**config.mk**
```make
export PLATFORM = sky130hd
export DESIGN_NAME = scan_chain_seq
export DESIGN_NICKNAME = d
export VERILOG_FILES = /design/src/rtl/scan_chain_seq.sv
export SDC_FILE = /design/constraint.sdc
export NUM_CORES = 1
export LEC_CHECK = 0
export ABC_AREA = 1
export CORE_UTILIZATION = 25
export CTS_BUF_LIST = sky130_fd_sc_hd__clkbuf_4 sky130_fd_sc_hd__clkbuf_8 sky130_fd_sc_hd__clkbuf_16
export DETAILED_ROUTE_END_ITERATION = 10
export GPL_TIMING_DRIVEN = 0
export PLACE_DENSITY = 0.48
export SKIP_LAST_GASP = 1
export SLEW_MARGIN = 10
export SYNTH_ARGS = -nofsm -noshare
export SYNTH_HDL_FRONTEND = slang
export SYNTH_SLANG_ARGS = --single-unit
```
**constraint.sdc**
```tcl
create_clock -name nvdla_core_clk -period 2.2 [get_ports nvdla_core_clk]
set_input_delay 0.44 -clock nvdla_core_clk [delete_from_list [all_inputs] [get_ports nvdla_core_clk]]
set_output_delay 0.44 -clock nvdla_core_clk [all_outputs]
set_load 0.03 [all_outputs]
```
**src/rtl/scan_chain_seq.sv**
```systemverilog
// scan_chain_seq: drives a mux-scan chain through load/unload and optional capture.
// Capture support is built only when SCAN_CHAIN_SEQ_CAPTURE_EN is defined.
module scan_chain_seq #(
    parameter int CHAIN_LEN = 16,
    localparam int CNT_W = $clog2(CHAIN_LEN + 1)
) (
    input  logic                 nvdla_core_clk,
    input  logic                 nvdla_core_rstn,
    input  logic                 cmd_valid,
    output logic                 cmd_ready,
    input  logic [CHAIN_LEN-1:0] cmd_data,
    input  logic                 cmd_capture,
    output logic                 rsp_valid,
    input  logic                 rsp_ready,
    output logic [CHAIN_LEN-1:0] rsp_data,
    output logic                 scan_se,
    output logic                 scan_si,
    input  logic                 scan_so,
    output logic                 scan_cken,
    output logic                 busy
);
`ifdef SCAN_CHAIN_SEQ_CAPTURE_EN
    typedef enum logic [1:0] {IDLE, SHIFT, CAPTURE, DONE} state_t;
`else
    typedef enum logic [1:0] {IDLE, SHIFT, DONE} state_t;
`endif
    localparam logic [CNT_W-1:0] LAST = CNT_W'(CHAIN_LEN - 1);
    state_t               state_q, state_d;
    logic [CHAIN_LEN-1:0] shreg_q, shreg_d;
    logic [CNT_W-1:0]     cnt_q, cnt_d;
`ifdef SCAN_CHAIN_SEQ_CAPTURE_EN
    logic                 cap_q, cap_d;
`else
    logic                 unused_cmd_capture;
    assign unused_cmd_capture = cmd_capture;
`endif
    // next-state: accept in IDLE, shift one bit per cycle, optional capture, wait for response
    always_comb begin
        state_d = state_q;
        shreg_d = shreg_q;
        cnt_d   = cnt_q;
`ifdef SCAN_CHAIN_SEQ_CAPTURE_EN
        cap_d   = cap_q;
`endif
        case (state_q)
            IDLE: if (cmd_valid) begin
                state_d = SHIFT;
                shreg_d = cmd_data;
                cnt_d   = '0;
`ifdef SCAN_CHAIN_SEQ_CAPTURE_EN
                cap_d   = cmd_capture;
`endif
            end
            SHIFT: begin
                shreg_d = {scan_so, shreg_q[CHAIN_LEN-1:1]};
                cnt_d   = (cnt_q == LAST) ? cnt_q : cnt_q + CNT_W'(1);
`ifdef SCAN_CHAIN_SEQ_CAPTURE_EN
                if (cnt_q == LAST) state_d = cap_q ? CAPTURE : DONE;
`else
                if (cnt_q == LAST) state_d = DONE;
`endif
            end
`ifdef SCAN_CHAIN_SEQ_CAPTURE_EN
            CAPTURE: state_d = DONE;
`endif
            DONE: if (rsp_ready) state_d = IDLE;
            default: state_d = IDLE;
        endcase
    end
    // state registers; reset clears everything so scan controls drop at once
    always_ff @(posedge nvdla_core_clk or negedge nvdla_core_rstn) begin
        if (!nvdla_core_rstn) begin
            state_q <= IDLE;
            shreg_q <= '0;
            cnt_q   <= '0;
`ifdef SCAN_CHAIN_SEQ_CAPTURE_EN
            cap_q   <= 1'b0;
`endif
        end else begin
            state_q <= state_d;
            shreg_q <= shreg_d;
            cnt_q   <= cnt_d;
`ifdef SCAN_CHAIN_SEQ_CAPTURE_EN
            cap_q   <= cap_d;
`endif
        end
    end
    assign cmd_ready = state_q == IDLE;
    assign busy      = state_q != IDLE;
    assign rsp_valid = state_q == DONE;
    assign rsp_data  = shreg_q;
    assign scan_si   = shreg_q[0];
    assign scan_se   = state_q == SHIFT;
`ifdef SCAN_CHAIN_SEQ_CAPTURE_EN
    assign scan_cken = (state_q == SHIFT) || (state_q == CAPTURE);
`else
    assign scan_cken = state_q == SHIFT;
`endif
endmodule

```
* Word-level counts from Yosys, hierarchy flattened *
Index checks and enable logic that the tools add are counted.

storage, ports and cells
  input port bits = 22
  output and inout port bits = 22
  bits in registers = 23
  logic and storage cells = 26

cells by class
  multiplexer cells = 9
  reduce and logical (&&, ||, !) cells = 6
  equal/unequal tests = 7
  add/subtract/negate cells = 1

operators by type and width
  cell                                                              number
  16-bit one-hot mux with 2 select lines                            1
  16-bit two-way mux                                                1
  5-bit two-way mux                                                 2
  5-bit one-hot mux with 2 select lines                             1
  2-bit two-way mux                                                 3
  2-bit one-hot mux with 3 select lines                             1
  3-bit AND reduction                                               2
  5-bit by 1-bit adder with 5-bit output (second input constant)    1
  5-bit by 4-bit == test with 1-bit output (second input constant)  1
  2-bit by 1-bit != test with 1-bit output (second input constant)  2
  2-bit != test (second input constant)                             2
  2-bit nonzero test                                                2
  2-bit by 1-bit == test with 1-bit output (second input constant)  1
  2-bit == test (second input constant)                             1
  2-bit zero test                                                   1
  2-bit AND reduction                                               1

* Longest topological paths before layout *
Gate-level depths: netlist (run 1).

  word-level depth = 3
  mapped depth = 7
  mapped depth without buffers = 7

* Least setup slack after synthesis (run 1) *
Ideal clock, no wire load.

  path type = register -> output
  from = reg state_q[1]
  to = out scan_se
  arrival = 1.077 ns
  path buffers = 1
  stages on the path, launching flop included = 5
  path slack = 0.683 ns
  cell sequence = dfrtp_1 -> inv_2 -> nand2_4 -> inv_1 -> buf_4

between the ends
  word-level cells in the longest chain between the ends = 1

ends and longest elaborated chain
  element                                   RTL line  RTL
  start, declared                           28        state_t state_q, state_d;
  start signal, assigned                    80        state_q <= state_d;
  2-bit by 1-bit == test with 1-bit output  --
  end, declared                             16        output logic scan_se,

No other way between the ends.

* Worst setup path in the final report (run 1) *
  from = reg state_q[0]
  to = out cmd_ready

between the ends
  word-level cells in the longest chain between the ends = 1

ends and longest elaborated chain
  element          RTL line  RTL
  2-bit zero test  88        assign cmd_ready = state_q == IDLE;
  end, declared    10        output logic cmd_ready,

No other way between the ends.

==> metrics.md, run 1 <==
| Metric | Value |
|---|---|
| Final hold violation count | `0` |
| Die X | `76.3 µm` |
| Top cells by area, synth | `dfrtp_1, o21ai_2, nand2_1` |
| I/O Buffers | `42` |
| Filler cell count | `549` |
| Root buffer cell | `clkbuf_8` |
| Top cell type's share of synthesized area | `0.417` |
| Max incr delay on CP | `0.68 ns` |
| Die area | `5820 µm²` |
| Worst relative slew slack | `0.628` |
| Initial antenna violation count | `0` |
| I/O Pins | `44` |
| Max Slew Vio Count | `0` |
| Clk Latency, worst-skew pair | `0.27 ns` |
| Hold-fix buffers, CTS | `0` |
| Hold crit path type | `input port to asynchronous set/reset pin` |
| FF-to-FF Start | `cnt_q[1]` |
| Worst-margin pin slew | `0.559 ns` |
| Largest net degree at the start of global routing | `24` |
| R2R cell count | `6` |
| Post-place instance area | `1890 µm²` |
| GRT overflow | `0` |
| Detailed placement HPWL | `2.33 mm` |
| Fmax | `0.494 GHz` |
| Syn Nets | `170` |
| Layout cells sized above 1 | `0.333` |
| DRT Pass-1 Iters | `4` |
| Starting Density | `0.265` |
| Final setup vio count | `0` |
| Drt total wl | `3.09 mm` |
| Worst r2r dst | `cnt_q[0]` |
| VDD IR max | `483 µV` |
| Final ANT Viol Nets | `0` |
| Yosys cell types | `20` |
| Synth Instances | `146` |
| Final period utilization | `0.921` |
| RSZ-0062 raised after global routing | `no` |
| Ant. Diodes | `0` |
| Clock Pin Slew Worst Setup and Hold Paths | `0.09 ns` |
| Area Growth Syn to Fin | `39.8%` |
| Initial drt markers | `37` |
| Critical Path Source Type | `flip-flop` |
| Crit path DAT | `1.59 ns` |
| Layout Utilization | `0.371` |
| Drc violations | `0` |
| Crit path buf inv count | `1` |
| TritonCTS clock tree | `built` |
| Final hold slack | `0.151 ns` |
| Pleak | `0.000860 µW` |
| Seq/Total Area, Yosys | `0.417` |
| CP Class | `flip-flop to output port` |
| Num CTS Buffers | `3` |
| #FFs+latches synth | `23` |
| Main flop type after synthesis | `dfrtp_1` |
| YS warnings | `0` |
| Worst-path fanout max | `5` |
| Routed len/inst | `11.8 µm` |
| Leading area contributor after synthesis | `dfrtp_1` |
| Number of global-route vias before repair | `1114` |
| Pwr/cell area | `1570 nW/µm²` |
| Critical Path RT | `1.76 ns` |
| Routability cong. | `0.692` |
| Syn Std Cell Area | `1380 µm²` |
| CP endpoint kind | `output port` |
| Core area | `5200 µm²` |
| Longest Clk Path Bufs | `2` |
| Total GRT Usage | `0.113` |
| CP delay by family, top | `buffers and inverters` |
| Post-layout min period | `2.03 ns` |
| Crit path cell chain | `nor2_4, clkdlybuf4s50_1` |
| Final setup skew | `0.00873 ns` |
| Post-synth EDFFs | `0` |
| Max-cap violations | `0` |
| CTS sink cnt | `23` |
| Finished layout cell area | `1930 µm²` |
| CP max stage cell | `clkdlybuf4s50_1` |
| Status | `finished clean` |
| Die Span Y | `76.3 µm` |
| Syn Area/Cell | `9.45 µm²` |
| Floorplan row count | `26` |
| R2R setup slack | `0.60 ns` |
| First-pass GRT wire length | `5.20 mm` |
| NumNets Final | `217` |
| Routed vias | `1082` |
| Setup TNS | `0 ns` |
| H-Tree Depth | `1` |
| Fraction of registers with async set or reset after synthesis | `1.00` |
| Vias/cell | `4.13` |
-- worst register-to-register path, stage by stage, from the launching register on --
cell and delay (ns):
dfrtp_1 0.40, ha_1 0.22, and3_1 0.21, ha_1 0.24, nand3b_1 0.22, nand2_1 0.13
o21ai_0 0.08
-- state kept, by name, indices dropped and copies added, names as in the netlist --
name	cells
cnt_q	5
rsp_data	16
state_q	2
-- placed cells by master, fill, tap and decap left out --
| cell | netlist | layout |
|---|---|---|
| dlygate4sd2_1 | 0 | 2 |
| a21oi_1 | 2 | 2 |
| buf_6 | 3 | 3 |
| nand3_1 | 4 | 4 |
| clkdlybuf4s50_1 | 0 | 39 |
| o31ai_1 | 1 | 1 |
| o22ai_1 | 1 | 1 |
| o21ai_0 | 1 | 1 |
| o21ai_2 | 30 | 30 |
| buf_12 | 3 | 3 |
| ha_1 | 2 | 2 |
| buf_4 | 2 | 2 |
| clkbuf_8 | 0 | 3 |
| nand3b_1 | 1 | 1 |
| nand2_4 | 3 | 3 |
| dfrtp_1 | 23 | 23 |
| nor2_4 | 2 | 2 |
| nor2_1 | 4 | 4 |
| clkbuf_4 | 0 | 1 |
| inv_1 | 19 | 19 |
| and3_1 | 1 | 1 |
| nand2_2 | 15 | 15 |
| nand2_1 | 28 | 28 |
| buf_2 | 0 | 1 |
| inv_2 | 1 | 1 |
-- Yosys cell counts (all sizes together), types with 2 or more instances --
master   n
nand2   46
o21ai   31
dfrtp   23
inv     20
buf      8
nor2     6
nand3    4
a21oi    2
ha       2
-- metrics by stage --
| step | setup WS [ns] | instances | total power (µW) |
|---|---|---|---|
| 6_report | 0.174 | 262 | 3020 |
| 4_1_cts | 0.157 | 262 | 3080 |
| 2_1_floorplan | 0.683 | 146 | 2200 |
| 5_1_grt | 0.0982 | 262 | 3260 |
| 3_5_place_dp | 0.185 | 258 | 2800 |
| 3_3_place_gp | 0.203 | 258 | 2780 |
-- how the worst max path moves through the flow --
stage	from	slack, ns	end	cells after the start
after floorplan	state_q[1]	0.68	scan_se	4
final	state_q[0]	0.17	cmd_ready	2
after detailed placement	state_q[1]	0.18	scan_se	5
after global placement	state_q[0]	0.20	scan_se	4
after global routing	state_q[1]	0.1	scan_se	5
after CTS	state_q[0]	0.16	cmd_ready	2
-- layout make-up --
cell class              count  area [µm²]  share of cell area
multi-input cells          95         621               0.322
well taps                  70        87.6              0.0454
inverters                  20        75.1              0.0389
clock buffers               4        48.8              0.0253
plain buffers               8         109              0.0564
flip-flops and latches     23         576               0.298
repair buffers             42         413               0.214
-- where the power goes --
group | leakage, µW | total (µW) | internal [µW] | switching [µW]
logic | 0.000548 | 2000 | 840 | 1160
clock network | 0.0000262 | 278 | 142 | 137
registers | 0.000286 | 738 | 619 | 119
-- logic make-up after synthesis --
logic type | share of synthesized area
buffers and inverters | 0.133
AOI/OAI and AO/OA | 0.211
DFF | 0.417
adders and majority gates | 0.0181
and+or+nand+nor | 0.220
-- layer usage --
layer,track usage,share of wire,wire [µm]
met1,0.130,0.43,1330
met2,0.207,0.52,1590
met4,0.0173,0.0055,17
met3,0.0359,0.048,147
met5,0,0,0
-- timing repair --
item / 4_1_cts / 5_1_grt
gates resized for setup: 2 / 0
setup buffers: 0 / 0
endpoints found under the setup margin: 2 / 0
Note: power is estimated with default switching activity, not from simulation.
==> inputs of run 2 (changes only) <==
- CAP_MARGIN: unset -> 5
- SKIP_CTS_REPAIR_TIMING: unset -> 1
==> metrics.md, run 2 (same netlist as run 1, synthesis figures left out) <==
| Metric | Value |
|---|---|
| Layout Utilization | `0.372 (+0.00144)` |
| Max incr delay on CP | `0.68 ns (about the same)` |
| Placed Cells | `258 (unchanged)` |
| Num CTS Buffers | `3 (unchanged)` |
| Clock Pin Slew Worst Setup and Hold Paths | `0.09 ns (about the same)` |
| Routability cong. | `0.692 (unchanged)` |
| Post-layout min period | `2.03 ns (+0.0000690 ns)` |
| Final setup vio count | `0 (unchanged)` |
| Max Slew Vio Count | `0 (unchanged)` |
| Final period utilization | `0.921 (about the same)` |
| Longest Clk Path Bufs | `2 (unchanged)` |
| Routed len/inst | `11.8 µm (about the same)` |
| Largest register FFs | `16 (unchanged)` |
| Crit path DAT | `1.59 ns (about the same)` |
| Pleak | `0.000870 µW (+1.1%)` |
| GRT overflow | `0 (unchanged)` |
| Max-cap violations | `0 (unchanged)` |
| Fmax | `0.493 GHz (about the same)` |
| Status | `finished clean` |
| Pwr/cell area | `1560 nW/µm² (about the same)` |
| CP Class | `flip-flop to output port` |
| Detailed placement HPWL | `2.33 mm (unchanged)` |
| Clk Latency, worst-skew pair | `0.27 ns (about the same)` |
| Most frequent cells in the layout | `clkdlybuf4s50_1, o21ai_2, nand2_1` |
| RSZ-0062 raised after global routing | `no` |
| R2R setup slack | `0.60 ns (about the same)` |
| Critical Path Source Type | `flip-flop` |
| Layout cells sized above 1 | `0.333 (unchanged)` |
| Drt total wl | `3.09 mm (about the same)` |
| Filler cell count | `546 (-0.55%)` |
| Root buffer cell | `clkbuf_8` |
| TritonCTS clock tree | `built` |
| VDD IR max | `483 µV (about the same)` |
| Worst relative slew slack | `0.628 (unchanged)` |
| I/O Pins | `44 (unchanged)` |
| First-pass GRT wire length | `5.20 mm (unchanged)` |
| CP delay by family, top | `buffers and inverters` |
| Drc violations | `0 (unchanged)` |
| Crit path buf inv count | `1 (unchanged)` |
| I/O Buffers | `42 (unchanged)` |
| Die Span Y | `76.3 µm (unchanged)` |
| Number of global-route vias before repair | `1114 (unchanged)` |
| Die X | `76.3 µm (unchanged)` |
| Initial drt markers | `37 (unchanged)` |
| Hold crit path type | `input port to asynchronous set/reset pin` |
| CP endpoint kind | `output port` |
| Area Growth Syn to Fin | `40.3%` |
| Core area | `5200 µm² (unchanged)` |
| Final setup skew | `0.00873 ns (unchanged)` |
| Largest net degree at the start of global routing | `24 (unchanged)` |
| DRT Pass-1 Iters | `4 (unchanged)` |
| Commonest non-fill, non-tap cell in the layout | `clkdlybuf4s50_1` |
| Ant. Diodes | `0 (unchanged)` |
| Routed vias | `1082 (unchanged)` |
| Final hold violation count | `0 (unchanged)` |
| Worst setup path start | `state_q[0]` |
| Initial antenna violation count | `0 (unchanged)` |
| CTS sink cnt | `23 (unchanged)` |
| Non-Filler Instances | `262 (unchanged)` |
| Worst-path fanout max | `5 (unchanged)` |
| Final hold slack | `0.151 ns (unchanged)` |
| Final ANT Viol Nets | `0 (unchanged)` |
| Die area | `5820 µm² (unchanged)` |
| Vias/cell | `4.13 (unchanged)` |
| H-Tree Depth | `1 (unchanged)` |
| Worst-margin pin slew | `0.559 ns (unchanged)` |
| NumNets Final | `217 (unchanged)` |
| FF-to-FF Start | `cnt_q[1]` |
| Floorplan row count | `26 (unchanged)` |
| Total GRT Usage | `0.113 (unchanged)` |
| Overall Power | `3030 µW (+0.30%)` |
| Critical Path RT | `1.76 ns (about the same)` |
| CP max stage cell | `clkdlybuf4s50_1` |
| Starting Density | `0.265 (unchanged)` |
| Crit path cell chain | `nor2_4, clkdlybuf4s50_1` |
-- run 2: cell types whose count changed in the layout (fill, tap and decap cells not counted), sizes merged --
cell / delta
dlymetal6s2s: +2
dlygate4sd2: -2
-- run 2: path summary, 6_finish.rpt --
kind                         depth (start not counted)            to
setup / recovery                                     2     cmd_ready
hold / removal                                       1  rsp_data[11]
setup reg to reg                                     6      cnt_q[0]
hold reg to reg                                      2      cnt_q[1]
max in group asynchronous                            1   rsp_data[7]
min in group nvdla_core_clk                          2      cnt_q[1]
-- run 2: stage by stage --
| stage | worst slack (ns) | cell area, µm² | TNS (ns) |
|---|---|---|---|
| 2_1_floorplan | 0.683 | 1380 | 0 |
| 3_3_place_gp | 0.203 | 1890 | 0 |
| 3_5_place_dp | 0.185 | 1890 | 0 |
| 4_1_cts | -0.114 | 1940 | -0.135 |
| 5_1_grt | 0.112 | 1940 | 0 |
| 6_report | 0.174 | 1940 | 0 |
-- run 2: area by class of cell --
type,count,area [µm²],share of cell area
Multi-Input combinational cell,95,621,0.320
Sequential cell,23,576,0.297
Timing Repair Buffer,42,420,0.217
Buffer,8,109,0.0562
Tap cell,70,87.6,0.0452
Inverter,20,75.1,0.0388
Clock buffer,4,48.8,0.0252
-- run 2: power by group --
group | internal (µW) | total [µW] | switching [µW]
Combinational | 849 | 2010 | 1160
Sequential | 619 | 738 | 119
Clock | 142 | 278 | 137
Total | 1610 | 3030 | 1420
-- run 2: metal layers --
layer | part of all wire | GRT usage | wire length (µm) | vias to the layer above
li1 | - | - | - | 557
met1 | 0.43 | 0.130 | 1330 | 504
met2 | 0.52 | 0.207 | 1590 | 19
met3 | 0.048 | 0.0359 | 147 | 2
met4 | 0.0055 | 0.0173 | 17 | 0
met5 | 0 | 0 | 0 | -
-- run 2: worst register-to-register path, cell delays in order (launching register included) --
cell	delay (ns)
dfrtp_1	0.40
ha_1	0.22
and3_1	0.21
ha_1	0.24
nand3b_1	0.22
nand2_1	0.13
o21ai_0	0.08
